[config.mk]
export PLATFORM = sky130hd
export DESIGN_NAME = frame_pixel_streamer
export DESIGN_NICKNAME = d
export VERILOG_FILES = /design/src/rtl/frame_pixel_streamer.sv
export SDC_FILE = /design/constraint.sdc
export NUM_CORES = 1
export LEC_CHECK = 0
export CORE_MARGIN = 2
export CORE_UTILIZATION = 45
export CTS_BUF_LIST = sky130_fd_sc_hd__clkbuf_16
export CTS_CLUSTER_DIAMETER = 120
export DETAILED_ROUTE_END_ITERATION = 8
export GPL_TIMING_DRIVEN = 0
export PLACE_DENSITY_LB_ADDON = 0.15
export SYNTH_ARGS = -nofsm -noshare
export SYNTH_HDL_FRONTEND = slang
export SYNTH_SLANG_ARGS = --single-unit
export TNS_END_PERCENT = 5
[constraint.sdc]
create_clock -name clk -period 2.7 [get_ports clk]
set_input_delay 0.54 -clock clk [delete_from_list [all_inputs] [get_ports clk]]
set_output_delay 0.54 -clock clk [all_outputs]
set_load 0.03 [all_outputs]
[src/rtl/frame_pixel_streamer.sv]
// rtl/frame_pixel_streamer.sv - walks the frame buffer and streams SYNC_WORD + pixels over valid/ready
//
// Ports:
//   clk, rst          system clock, synchronous active-high reset
//   start, abort      1-cycle frame request (IDLE only) / cancel current frame
//   rd_en, rd_addr    frame-buffer read strobe and address
//   rd_data           frame-buffer read data, valid one cycle after rd_en
//   pixel_out         word towards the pixel sender
//   valid_out         pixel_out is valid
//   ready_in          consumer accepts pixel_out on this edge when valid_out is high
//   busy              high in every state except IDLE
//   done              one-cycle pulse after the last pixel has transferred
module frame_pixel_streamer #(
  parameter int unsigned FRAME_W   = 320,
  parameter int unsigned FRAME_H   = 240,
  parameter int unsigned ADDR_W    = 17,
  parameter logic [11:0] SYNC_WORD = 12'hFFF
) (
  input  logic              clk,
  input  logic              rst,
  input  logic              start,
  input  logic              abort,
  output logic              rd_en,
  output logic [ADDR_W-1:0] rd_addr,
  input  logic [11:0]       rd_data,
  output logic [11:0]       pixel_out,
  output logic              valid_out,
  input  logic              ready_in,
  output logic              busy,
  output logic              done
);

  localparam int unsigned       LAST      = FRAME_W * FRAME_H - 1;
  localparam logic [ADDR_W-1:0] LAST_ADDR = LAST[ADDR_W-1:0];

  typedef enum logic [2:0] {
    IDLE = 3'd0,
    HDR  = 3'd1,
    READ = 3'd2,
    WAIT = 3'd3,
    SEND = 3'd4,
    DONE = 3'd5
  } state_t;

  state_t            state_q, state_d;
  logic [ADDR_W-1:0] addr_q, addr_d;
  logic [11:0]       pixel_q, pixel_d;
  logic              xfer;

  // Outputs are decoded straight from registered state, so they never
  // depend combinationally on any input.
  assign valid_out = (state_q == HDR) || (state_q == SEND);
  assign rd_en     = (state_q == READ);
  assign rd_addr   = addr_q;
  assign pixel_out = pixel_q;
  assign busy      = (state_q != IDLE);
  assign done      = (state_q == DONE);
  assign xfer      = valid_out && ready_in;

  always_ff @(posedge clk) begin
    if (rst) begin
      state_q <= IDLE;
      addr_q  <= '0;
      pixel_q <= '0;
    end else begin
      state_q <= state_d;
      addr_q  <= addr_d;
      pixel_q <= pixel_d;
    end
  end

  always_comb begin
    state_d = state_q;
    addr_d  = addr_q;
    pixel_d = pixel_q;
    case (state_q)
      IDLE: begin
        if (start) begin
          state_d = HDR;
          addr_d  = '0;
          pixel_d = SYNC_WORD;
        end
      end
      HDR: begin
        if (xfer) state_d = READ;
      end
      READ: begin
        state_d = WAIT;
      end
      WAIT: begin
        // rd_data belongs to the read issued in READ.
        pixel_d = rd_data;
        state_d = SEND;
      end
      SEND: begin
        if (xfer) begin
          if (addr_q == LAST_ADDR) begin
            state_d = DONE;
          end else begin
            addr_d  = addr_q + ADDR_W'(1);
            state_d = READ;
          end
        end
      end
      DONE: begin
        state_d = IDLE;
      end
      default: begin
        state_d = IDLE;
      end
    endcase
    // Abort overrides everything, including a start seen in IDLE.
    if (abort) state_d = IDLE;
  end

endmodule

==> results of run 1 <==
-- cells by family after synthesis --
| group | Yosys count |
|---|---|
| and+or+nand+nor | 92 |
| AOI/OAI and AO/OA | 55 |
| DFF | 32 |
| buffers and inverters | 16 |
| xor gates and xnor gates | 2 |
| adders and majority gates | 1 |
-- cell type report --
| type | count | area (µm²) | area share [%] |
|---|---|---|---|
| timing repair buffer | 48 | 480 | 21.2 |
| inverter | 3 | 11.3 | 0.497 |
| clock buffer | 5 | 125 | 5.52 |
| multi-input combinational | 150 | 846 | 37.3 |
| tap | 46 | 57.6 | 2.54 |
| clock inverter | 3 | 38.8 | 1.71 |
| sequential | 32 | 641 | 28.3 |
| buffer | 13 | 65.1 | 2.87 |
-- per-stage QoR --
step                      total power (µW)  cells  util (%)
after global placement                 674    292      63.0
after detailed placement               674    292      63.0
final                                 1290    300      67.9
after CTS                             1300    300      67.9
after floorplan                        600    198         -
after global routing                  1330    300      67.9
-- worst max-delay path, cell delays in order, from the launching register on --
cell	delay [ns]
dfxtp_1	0.30
clkbuf_1	0.35
nor3b_1	0.24
clkdlybuf4s50_1	0.70
-- sequential cells by signal, summed over array words and instances, names as in the netlist --
name       flops
pixel_out     12
state_q        3
rd_addr       17
-- routing by layer --
layer,GRT usage [%],vias up
met5,0,-
met4,6.94,0
met3,7.21,6
met2,36.3,61
met1,27.9,770
li1,-,836
-- worst max-delay path by stage --
stage,endpoint,start,slack [ns]
floorplan,rd_addr[13],rd_addr[0],0.55
global placement,rd_addr[6],state_q[2],0.42
detailed placement,rd_addr[6],state_q[2],0.40
CTS,rd_en,state_q[1],0.29
global route,rd_addr[6],state_q[2],0.13
finish,rd_en,state_q[1],0.30
-- power by group --
| group | internal [µW] | switching, µW | total (µW) |
|---|---|---|---|
| sequential | 491 | 8.74 | 499 |
| combinational | 74.1 | 92.5 | 167 |
| clock | 429 | 197 | 627 |
| total | 994 | 299 | 1290 |
-- placed cells by master (no fill, tap or decap), types with 4 or more instances in the layout --
master,Yosys,routed
nor2_1,32,32
clkbuf_1,10,10
a21oi_1,17,17
o22ai_1,12,12
nand4_1,7,7
dfxtp_1,32,32
clkbuf_16,0,5
nand2_1,13,13
o21ai_1,12,12
inv_1,3,4
nand3_1,10,10
clkdlybuf4s50_1,0,48
nand3b_1,6,6
nor3_1,8,8
==> summary.md, run 1 <==
| Metric | Value |
|---|---|
| Status | `finished, final reports clean` |
| WL final | `4190 µm` |
| Detailed Routing Iterations Pass 1 | `4` |
| Die width | `62.9 µm` |
| Setup crit start kind | `flip-flop` |
| Gpl congestion | `0.879` |
| Drt drc | `0` |
| Buffers on Ports | `48` |
| Maximum clock frequency | `0.417 GHz` |
| CTS Root Cell | `clkbuf_16` |
| Initial antenna violation count | `0` |
| Post-Syn Area | `0.00156 mm²` |
| Diode count | `0` |
| Max-cap violation count | `0` |
| Post-Synth XOR/XNOR Area | `1.12%` |
| Design Area, Final | `0.00226 mm²` |
| Worst reg2reg endpoint | `rd_addr[6]` |
| Worst skew pair latency | `0.28 ns` |
| Area of the die | `0.00396 mm²` |
| Tmin final | `2.40 ns` |
| Pleak | `0.000795 µW` |
| Synth Area in Adders | `0.801%` |
| Core Box Area | `0.00334 mm²` |
| Routed length on met1 | `1910 µm` |
| Worst r2r src | `state_q[2]` |
| Post-place setup slack | `0.397 ns` |
| Fill count | `287` |
| Largest family of logic cells by synthesized area | `simple AND/OR/NAND/NOR gates` |
| Final Hold Fails | `0` |
| CP Class | `flip-flop to primary output` |
| Met2 Routed Length | `1910 µm` |
| DR vias/cell | `5.58` |
| Setup TNS | `0 ns` |
| Simple-Gate Fraction of Synth Area | `30.6%` |
| Max-slew violation count | `0` |
| Hold EP | `pixel_out[4]` |
| Most instantiated cells after synthesis | `32 x dfxtp_1, 32 x nor2_1, 17 x a21oi_1` |
| WP data required | `2.16 ns` |
| Via count | `1673` |
| Yosys warnings | `0` |
| Avg Cell Area, Syn | `7.89 µm²` |
| Largest net degree at the start of global routing | `11` |
| Placed cell areas | `0.00210 mm²` |
| Worst-path clk slew | `0.05 ns` |
| Met3 wire length | `305 µm` |
| Hpwl dp | `2970 µm` |
| Top cells by area, synth | `dfxtp_1 41%, nor2_1 7.7%, a21oi_1 5.4%, o22ai_1 4.8%, o21ai_1 3.8%` |
| Fin crit share | `88.9%` |
| Yosys reg bits | `32` |
| Die H | `62.9 µm` |
| Hold_buf cts | `0` |
| Post-CTS Setup Bufs | `0` |
| CP max FO | `10` |
| Grt ovf | `0` |
| PostCTS Resize Cnt | `0` |
| Least-Margin Pin Slew | `0.625 ns` |
| DRT iter0 DRCs | `141` |
| Area Growth Syn to Fin | `44.9%` |
| Starting density of the core | `46.8%` |
| Dominant synthesized flop cell | `dfxtp_1` |
| FF-to-FF path depth | `7` |
| Total CTS buffers | `5` |
| Pwr dens | `571 mW/mm²` |
| CTS H-tree depth | `2` |
| Hold Path Depth | `2` |
| Min-Delay Startpoint | `pixel_out[4]` |
| Top Metal Used | `met4` |
| Final ANT Viol Nets | `0` |
| Flop-to-flop setup slack | `0.35 ns` |
| Net Count, Synth | `216` |
| RSZ-0062 raised after global routing | `false` |
| Slew HR | `58.1%` |
| Clock skew | `0.00458 ns` |
| NumNets Final | `271` |
| Final WS setup | `0.300 ns` |
| TritonCTS clock tree | `done` |
| Gate Count Post-Synth | `198` |
| Share of cells above drive strength 1 | `5.51%` |
| HP Class | `flip-flop to flip-flop` |
| Worst Setup End Kind | `primary output` |
| CP arrival | `1.86 ns` |
| Clock Sinks | `32` |
| Post-synthesis compound-gate area fraction | `21.6%` |
| Post-synth EDFFs | `0` |
| Proportion of synthesized area in mux cells | `0%` |
| Number of buffers on the longest clock path | `2` |
| Synth async-reset ratio | `0%` |
| Peak supply drop | `490 µV` |
| First-pass GRT wire length | `7100 µm` |
| Vias in the first global route | `1571` |
| Sequential area share after synthesis | `41.0%` |
| Row count | `21` |
| Yosys top cell by area | `dfxtp_1` |
| Wirelength per Cell | `14.0 µm` |
| Yosys cell types | `40` |
| Area share of the largest cell type after synthesis | `41.0%` |
| I/O pins | `50` |
| Overall Global Routing Usage | `22.3%` |
| Hold Worst Slack | `0.493 ns` |
| # setup viols final | `0` |
Note: power is estimated with default switching activity, not from simulation.
==> inputs of run 2 (changes only) <==
- HOLD_SLACK_MARGIN: default -> 0.03
==> results of run 2 <==
Same layout as run 1: the final DEF is identical, and so are final timing and power.
